<file path="config.mk">
export PLATFORM = sky130hd
export DESIGN_NAME = ext_arbiter
export DESIGN_NICKNAME = d
export VERILOG_FILES = /design/src/rtl/ext_arbiter.sv
export SDC_FILE = /design/constraint.sdc
export NUM_CORES = 1
export LEC_CHECK = 0
export BUFFER_PORTS_ARGS = -buffer_cell sky130_fd_sc_hd__buf_2
export CAP_MARGIN = 5
export CORE_MARGIN = 1
export CORE_UTILIZATION = 40
export CTS_BUF_LIST = sky130_fd_sc_hd__clkbuf_8
export CTS_CLUSTER_DIAMETER = 100
export CTS_CLUSTER_SIZE = 28
export DETAILED_ROUTE_END_ITERATION = 7
export PLACE_DENSITY = 0.73
export REMOVE_ABC_BUFFERS = 1
export SYNTH_ARGS = -nofsm -noshare
export SYNTH_HDL_FRONTEND = slang
export SYNTH_SLANG_ARGS = --single-unit
</file>
<file path="constraint.sdc">
create_clock -name clk -period 1.6 [get_ports clk]
set_input_delay 0.08 -clock clk [delete_from_list [all_inputs] [get_ports clk]]
set_output_delay 0.08 -clock clk [all_outputs]
set_load 0.02 [all_outputs]
</file>
<file path="src/rtl/ext_arbiter.sv">
// ============================================================================
// Module      : ext_arbiter
// Description : Two-requester round-robin front end for a single 16->32-bit
//               immediate extender. Valid/ready on both sides, one-entry
//               registered result.
// Revision    : 1.0 - initial release
// ----------------------------------------------------------------------------
// Ports
//   clk            in   1   clock, rising edge
//   reset          in   1   asynchronous, active-low reset
//   req0_valid     in   1   requester 0 has an operand
//   req0_imm       in  16   requester 0 immediate
//   req0_eop       in   2   requester 0 extension op
//   req0_ready     out  1   requester 0 operand accepted this cycle
//   req1_valid     in   1   requester 1 has an operand
//   req1_imm       in  16   requester 1 immediate
//   req1_eop       in   2   requester 1 extension op
//   req1_ready     out  1   requester 1 operand accepted this cycle
//   out_valid      out  1   out_ext/out_id hold a result
//   out_ready      in   1   consumer takes the result
//   out_ext        out 32   extended result
//   out_id         out  1   requester that owns out_ext
//   busy           out  1   high while a result is held
// ============================================================================
`default_nettype none

module ext_arbiter (
  input  logic        clk,
  input  logic        reset,
  input  logic        req0_valid,
  input  logic [15:0] req0_imm,
  input  logic [1:0]  req0_eop,
  output logic        req0_ready,
  input  logic        req1_valid,
  input  logic [15:0] req1_imm,
  input  logic [1:0]  req1_eop,
  output logic        req1_ready,
  output logic        out_valid,
  input  logic        out_ready,
  output logic [31:0] out_ext,
  output logic        out_id,
  output logic        busy
);

  typedef enum logic [0:0] {
    ST_IDLE = 1'b0,
    ST_HOLD = 1'b1
  } state_t;

  state_t      state_q;
  logic        rr_ptr_q;
  logic        out_valid_q;
  logic [31:0] out_ext_q;
  logic        out_id_q;

  logic        grant0_w;
  logic        grant1_w;
  logic [15:0] sel_imm_w;
  logic [1:0]  sel_eop_w;
  logic [31:0] ext_d;

  // Extension ops: 00 sign, 01 zero, 10 upper-half, 11 sign then <<2.
  function automatic logic [31:0] extend(input logic [15:0] imm, input logic [1:0] eop);
    logic [31:0] sext;
    sext = {{16{imm[15]}}, imm};
    case (eop)
      2'b00:   extend = sext;
      2'b01:   extend = {16'h0000, imm};
      2'b10:   extend = {imm, 16'h0000};
      default: extend = {sext[29:0], 2'b00};
    endcase
  endfunction

  // A lone requester always wins; rr_ptr only breaks ties.
  always_comb begin
    grant0_w = 1'b0;
    grant1_w = 1'b0;
    if (state_q == ST_IDLE) begin
      grant0_w = req0_valid && (!req1_valid || (rr_ptr_q == 1'b0));
      grant1_w = req1_valid && (!req0_valid || (rr_ptr_q == 1'b1));
    end
  end

  always_comb begin
    sel_imm_w = grant1_w ? req1_imm : req0_imm;
    sel_eop_w = grant1_w ? req1_eop : req0_eop;
    ext_d     = extend(sel_imm_w, sel_eop_w);
  end

  always_ff @(posedge clk or negedge reset) begin
    if (!reset) begin
      state_q     <= ST_IDLE;
      rr_ptr_q    <= 1'b0;
      out_valid_q <= 1'b0;
      out_ext_q   <= 32'h0000_0000;
      out_id_q    <= 1'b0;
    end else begin
      case (state_q)
        ST_IDLE: begin
          if (grant0_w || grant1_w) begin
            out_ext_q   <= ext_d;
            out_id_q    <= grant1_w;
            out_valid_q <= 1'b1;
            rr_ptr_q    <= ~grant1_w;
            state_q     <= ST_HOLD;
          end
        end
        ST_HOLD: begin
          // No new accept on the release edge: at most one result per two cycles.
          if (out_ready) begin
            out_valid_q <= 1'b0;
            state_q     <= ST_IDLE;
          end
        end
        default: state_q <= ST_IDLE;
      endcase
    end
  end

  assign req0_ready = grant0_w;
  assign req1_ready = grant1_w;
  assign out_valid  = out_valid_q;
  assign out_ext    = out_ext_q;
  assign out_id     = out_id_q;
  assign busy       = (state_q == ST_HOLD);

endmodule

`default_nettype wire

</file>
==> impl_metrics.env, run 1 <==
export IMPL_outcome="completed"
export IMPL_nets=378
export IMPL_die_area_um2=5850
export IMPL_finalCritPeriodShare=0.984
export IMPL_rrSetupSlack_ps=40
export IMPL_die_x_um=76.5
export IMPL_synth_top_area_cell="dfrtp_1"
export IMPL_crit_path_start="busy$_DFF_PN0_"
export IMPL_fill_cells=483
export IMPL_synth_top_cell_area_share=0.406
export IMPL_ys_ff_latch=36
export IMPL_switching_share=0.424
export IMPL_finClkSkew_ps=3.96
export IMPL_wire_per_inst_um=16.1
export IMPL_p_seq_frac=0.334
export IMPL_grt_max_degree=37
export IMPL_synth_compound_area_frac=0.218
export IMPL_root_buffer="clkbuf_8"
export IMPL_yosys_mux_area_fraction=0.0897
export IMPL_antenna_found_initial=0
export IMPL_grt_pass1_vias=2128
export IMPL_grt_use_total=0.233
export IMPL_rr_worst_depth=7
export IMPL_io_pins=78
export IMPL_pwr_share_clk=0.157
export IMPL_ys_warnings_count=0
export IMPL_seq_area_frac_synth=0.406
export IMPL_synth_area_leaders="dfrtp_1 (41%), nand3_1 (7.2%), a31oi_2 (5.6%)"
export IMPL_endpoint_kind="primary output"
export IMPL_required_ps=1520
export IMPL_timing_final_ws_setup_ps=26.0
export IMPL_yosys_area_share_simple=0.230
export IMPL_min_period_ps=1570
export IMPL_gr_total_overflow=0
export IMPL_timing_rr_end="out_ext[1]$_DFFE_PN0P_"
export IMPL_cts_tree="done"
export IMPL_ys_types=36
export IMPL_antenna_cells=0
export IMPL_crit_fanout=7
export IMPL_grt_pass1_wl_um=10700
export IMPL_synth_xor_area_frac=0
export IMPL_drtIter0Drc=156
export IMPL_core_um2=5240
export IMPL_intPower_mw=2.55
export IMPL_drv_cap=0
export IMPL_syn_area_um2=2220
export IMPL_tightest_slew_ps=463
export IMPL_total_power_mw=4.43
export IMPL_gp_congestion=0.867
export IMPL_synth_top_family_by_area="simple AND/OR/NAND/NOR gates"
export IMPL_leakage_nw=1.36
export IMPL_pre_cts_slack_ps=-51.5
export IMPL_layout_commonest_cell="buf_2"
export IMPL_ant_nets=0
export IMPL_fin_util=0.587
export IMPL_worstSetupPathType="register to primary output"
export IMPL_numPortBuffers=77
export IMPL_clock_sinks=36
export IMPL_fmax_mhz=635
export IMPL_fp_row_count=26
export IMPL_setup_violations=0
export IMPL_clock_latency_ps=300
export IMPL_final_layout_size_suffix_gt1_frac=0.417
export IMPL_min_path_type="input port to register"
export IMPL_routed_via_density=5.61
export IMPL_hold_viol=0
export IMPL_synthCells=242
export IMPL_cts_max_level=2
export IMPL_peakVddDrop_v=0.000711
export IMPL_regToRegStartpoint="busy$_DFF_PN0_"
export IMPL_hold_slack_ps=67.1
export IMPL_final_cell_area_um2=3070
export IMPL_cp_arrival_ps=1490
export IMPL_die_h_um=76.5
export IMPL_syn2layout_area_growth_pct=38.5
export IMPL_cp_endpoint="req1_ready"
export IMPL_power_density_nw_per_um2=1440
export IMPL_drtPass1Iterations=4
export IMPL_grt_setup_unrepaired="yes"
export IMPL_layout_common_cells="buf_2 (75), dfrtp_1 (36), nand2_1 (32), nand3_1 (30), nor2_1 (23)"
export IMPL_start_kind="register"
export IMPL_p_comb_frac=0.509
export IMPL_via_count=2289
export IMPL_start_util=0.424
export IMPL_dpl_cell_area_um2=2810
export IMPL_yosys_area_share_adder=0
export IMPL_maxSlewHeadroom=0.691
export IMPL_path_clk_slew_ps=70
export IMPL_postSynthAreaPerCell_um2=9.17
export IMPL_p_sw_mw=1.88
export IMPL_drc=0
export IMPL_dp_hpwl_um=4780
export IMPL_clockBufferDepth=2
export IMPL_slew_viol_final=0
export IMPL_postRouteWirelength_um=6570
export IMPL_cts_buffers=5
[Yosys cell counts, drive strengths merged]
cell	n
dfrtp	36
nand2	33
nand3	32
nor2	24
a31oi	20
buf	12
mux2i	12
o221ai	12
and4	7
mux2	7
clkbuf	6
inv	6
o21ai	6
o211ai	4
a221oi	3
nand2b	3
o31ai	3
a21boi	2
and2	2
and3	2
nor2b	2
a2111oi	1
a21o	1
a21oi	1
a41oi	1
and2b	1
o2111ai	1
o211a	1
o41a	1
[power by group through the flow]
stage	combinational, mW	clock (mW)	sequential, mW
6_report	2.25	0.694	1.48
5_1_grt	2.43	0.729	1.53
3_3_place_gp	2.08	0	1.48
3_5_place_dp	2.11	0	1.50
2_1_floorplan	0.776	0	1.94
4_1_cts	2.15	0.703	1.48
[final cells by class]
class                           instances  area [µm²]  area share
Clock buffer                            6        82.6      0.0269
Clock inverter                          2        10.0     0.00326
Inverter                                6        27.5     0.00896
Multi-Input combinational cell        182        1260       0.410
Sequential cell                        36         901       0.293
Tap cell                               70        87.6      0.0285
Timing Repair Buffer                  106         703       0.229
[flip-flops by register name, summed over array words and instances (netlist names)]
signal / count
busy: 1
out_ext: 32
out_id: 1
out_valid: 1
rr_ptr_q: 1
[metal layers]
layer | GRT usage | vias to the layer above | part of all wire
met4 | 0.0846 | 0 | 0.010
li1 | - | 1095 | -
met3 | 0.0419 | 7 | 0.069
met2 | 0.371 | 101 | 0.48
met1 | 0.316 | 1086 | 0.44
met5 | 0 | - | 0
[critical path, cell delays in order (launching register included)]
cell and delay [ps]:
dfrtp_1 410, and2b_4 270, nand2_4 80, inv_6 90, buf_12 120, buf_8 110, buf_6 110
[metrics by stage]
| stage | std cells | setup TNS [ps] |
|---|---|---|
| 2_1_floorplan | 224 | -15240 |
| 3_3_place_gp | 394 | 0 |
| 3_5_place_dp | 394 | -380 |
| 4_1_cts | 404 | 0 |
| 5_1_grt | 408 | -79.2 |
| 6_report | 408 | 0 |
[worst min path at each step]
stage / start / endpoint / cells past startpoint
CTS: req0_imm[2] / out_ext[18]$_DFFE_PN0P_ / 3
floorplan: reset / busy$_DFF_PN0_ / 0
detailed placement: reset / out_id$_DFFE_PN0P_ / 2
finish: req0_imm[2] / out_ext[18]$_DFFE_PN0P_ / 3
global route: req0_imm[2] / out_ext[18]$_DFFE_PN0P_ / 3
global placement: reset / out_id$_DFFE_PN0P_ / 2
[cells by family after synthesis]
family,Yosys count
compound gates,57
buf+inv,24
flops,36
mux,19
simple gates,106
[timing repair]
| item | 4_1_cts | 5_1_grt |
|---|---|---|
| hold buffers | 2 | 0 |
| hold endpoints to repair | 38 | 0 |
| gates resized for setup | 8 | 15 |
| setup endpoints to repair | 16 | 15 |
| pin swaps | 1 | 1 |
| buffers inserted | 0 | 4 |
Power figures use the tool's default switching activity.
==> run 2: changes to the inputs <==
Settings changed: BUFFER_PORTS_ARGS -buffer_cell sky130_fd_sc_hd__buf_2 to -buffer_cell sky130_fd_sc_hd__clkbuf_2.
==> run 2 against run 1 <==
  * First-iteration DRC count is 12% higher
  * Cell count is 0.74% higher
  * Non-clock buffer count is 4 higher
  * Worst hold slack hardly changed
==> impl_metrics.env, run 2 (synthesis gave the netlist of run 1 again) <==
export IMPL_outcome="completed"
export IMPL_antenna_cells=0
export IMPL_tns_ps=0
export IMPL_timing_final_ws_setup_ps=58.0
export IMPL_io_pins=78
export IMPL_fill_cells=479
export IMPL_dp_hpwl_um=4970
export IMPL_endpoint_kind="primary output"
export IMPL_routed_via_density=5.66
export IMPL_crit_buf_inv=3
export IMPL_leakage_nw=1.36
export IMPL_slew_viol_final=0
export IMPL_setup_violations=0
export IMPL_min_path_type="input port to register"
export IMPL_pre_cts_slack_ps=-63.3
export IMPL_gr_total_overflow=0
export IMPL_fmax_mhz=649
export IMPL_grt_setup_unrepaired="no"
export IMPL_die_area_um2=5850
export IMPL_grt_max_degree=22
export IMPL_rrSetupSlack_ps=70
export IMPL_path_delay_family="simple AND/OR/NAND/NOR gates"
export IMPL_max_stage_delay_ps=390
export IMPL_required_ps=1520
export IMPL_grt_pass1_vias=2244
export IMPL_crit_fanout=12
export IMPL_power_density_nw_per_um2=1430
export IMPL_multi_input_area_um2=1230
export IMPL_antenna_found_initial=0
export IMPL_start_kind="register"
export IMPL_drtIter0Drc=175
export IMPL_root_buffer="clkbuf_8"
export IMPL_gp_congestion=0.908
export IMPL_maxSlewHeadroom=0.633
export IMPL_drv_cap=0
export IMPL_layout_common_cells="clkbuf_2 (76), dfrtp_1 (36), nand3_1 (32), nand2_1 (32), buf_4 (26)"
export IMPL_syn2layout_area_growth_pct=36.1
export IMPL_drtPass1Iterations=4
export IMPL_start_util=0.424
export IMPL_fp_row_count=26
export IMPL_cts_buffers=5
export IMPL_slowest_stage="dfrtp_1"
export IMPL_final_seq_area_um2=901
export IMPL_drc=0
export IMPL_fin_util=0.576
export IMPL_final_layout_size_suffix_gt1_frac=0.402
export IMPL_die_h_um=76.5
export IMPL_ant_nets=0
export IMPL_hold_slack_ps=66.9
export IMPL_clock_sinks=36
export IMPL_layout_commonest_cell="clkbuf_2"
export IMPL_die_x_um=76.5
export IMPL_worstSetupPathType="register to primary output"
export IMPL_tightest_slew_ps=551
export IMPL_postRouteWirelength_um=6610
export IMPL_cts_max_level=2
export IMPL_cp_arrival_ps=1460
export IMPL_grt_use_total=0.237
export IMPL_hold_viol=0
export IMPL_numPortBuffers=77
export IMPL_wire_per_inst_um=16.1
export IMPL_path_clk_slew_ps=70
export IMPL_crit_chain="and2b_4, nand2_4, inv_6, buf_12, nor2_1, buf_4"
export IMPL_grt_pass1_wl_um=10900
export IMPL_largest_register_ffs=32
export IMPL_min_period_ps=1540
export IMPL_via_count=2328
export IMPL_clock_latency_ps=290
export IMPL_cts_tree="done"
export IMPL_core_um2=5240
export IMPL_clockBufferDepth=2
export IMPL_finalCritPeriodShare=0.964
export IMPL_peakVddDrop_v=0.000672
export IMPL_nets=382
export IMPL_finClkSkew_ps=4.25
-- run 2: cell types whose count changed in the layout (fill, tap and decap cells not counted), moves of 2 or more --
cell / delta
nand3_1: +2
buf_4: +6
buf_2: -75
nand3_2: -2
clkbuf_2: +76
buf_12: -2
-- run 2: worst reg2reg max path, delay by kind of cell (launching register included) --
kind,cells,cell delay (ps)
and+or+nand+nor,3,560
AOI/OAI and AO/OA,1,300
buffers and inverters,1,160
DFF,1,390
-- run 2: path summary, 6_finish.rpt --
check,depth (start not counted),endpoint,from
setup reg to reg,5,out_ext[16]$_DFFE_PN0P_,busy$_DFF_PN0_
max in group asynchronous,3,out_ext[5]$_DFFE_PN0P_,reset
hold reg to reg,1,out_id$_DFFE_PN0P_,out_id$_DFFE_PN0P_
setup / recovery,6,req0_ready,busy$_DFF_PN0_
min in group asynchronous,2,out_id$_DFFE_PN0P_,reset
hold / removal,3,out_ext[19]$_DFFE_PN0P_,req0_imm[3]
-- run 2: report_power, final --
part / internal, mW / leakage [nW] / switching, mW / total [mW]
logic: 0.886 / 0.884 / 1.31 / 2.20
registers: 1.28 / 0.434 / 0.216 / 1.50
clock network: 0.290 / 0.0452 / 0.325 / 0.615
-- run 2: per-layer routing --
| layer | global-route usage | vias to the layer above | share of wire |
|---|---|---|---|
| li1 | - | 1093 | - |
| met3 | 0.0467 | 11 | 0.066 |
| met1 | 0.318 | 1124 | 0.44 |
| met4 | 0.102 | 0 | 0.020 |
| met2 | 0.368 | 100 | 0.48 |
| met5 | 0 | - | 0 |
-- run 2: area by class of cell --
| class | instances | area share |
|---|---|---|
| Clock buffer | 5 | 0.0228 |
| Clock inverter | 2 | 0.00290 |
| Inverter | 6 | 0.00912 |
| Multi-Input combinational cell | 182 | 0.407 |
| Sequential cell | 36 | 0.298 |
| Tap cell | 70 | 0.0290 |
| Timing Repair Buffer | 110 | 0.231 |
-- run 2: stage by stage --
| step | power (mW) | std cells | instance area, µm² |
|---|---|---|---|
| after floorplan | 2.72 | 224 | 2110 |
| after global placement | 3.59 | 397 | 2840 |
| after detailed placement | 3.63 | 397 | 2840 |
| after CTS | 4.27 | 406 | 2950 |
| after global routing | 4.59 | 411 | 3020 |
| final | 4.31 | 411 | 3020 |
-- run 2: what timing repair did --
action | CTS | global route
endpoints found under the hold margin | 21 | 0
gates cloned | 0 | 0
hold buffers | 2 | 0
endpoints found under the setup margin | 16 | 11
buffers inserted | 0 | 5
resized for setup | 3 | 11
pin swaps | 0 | 1
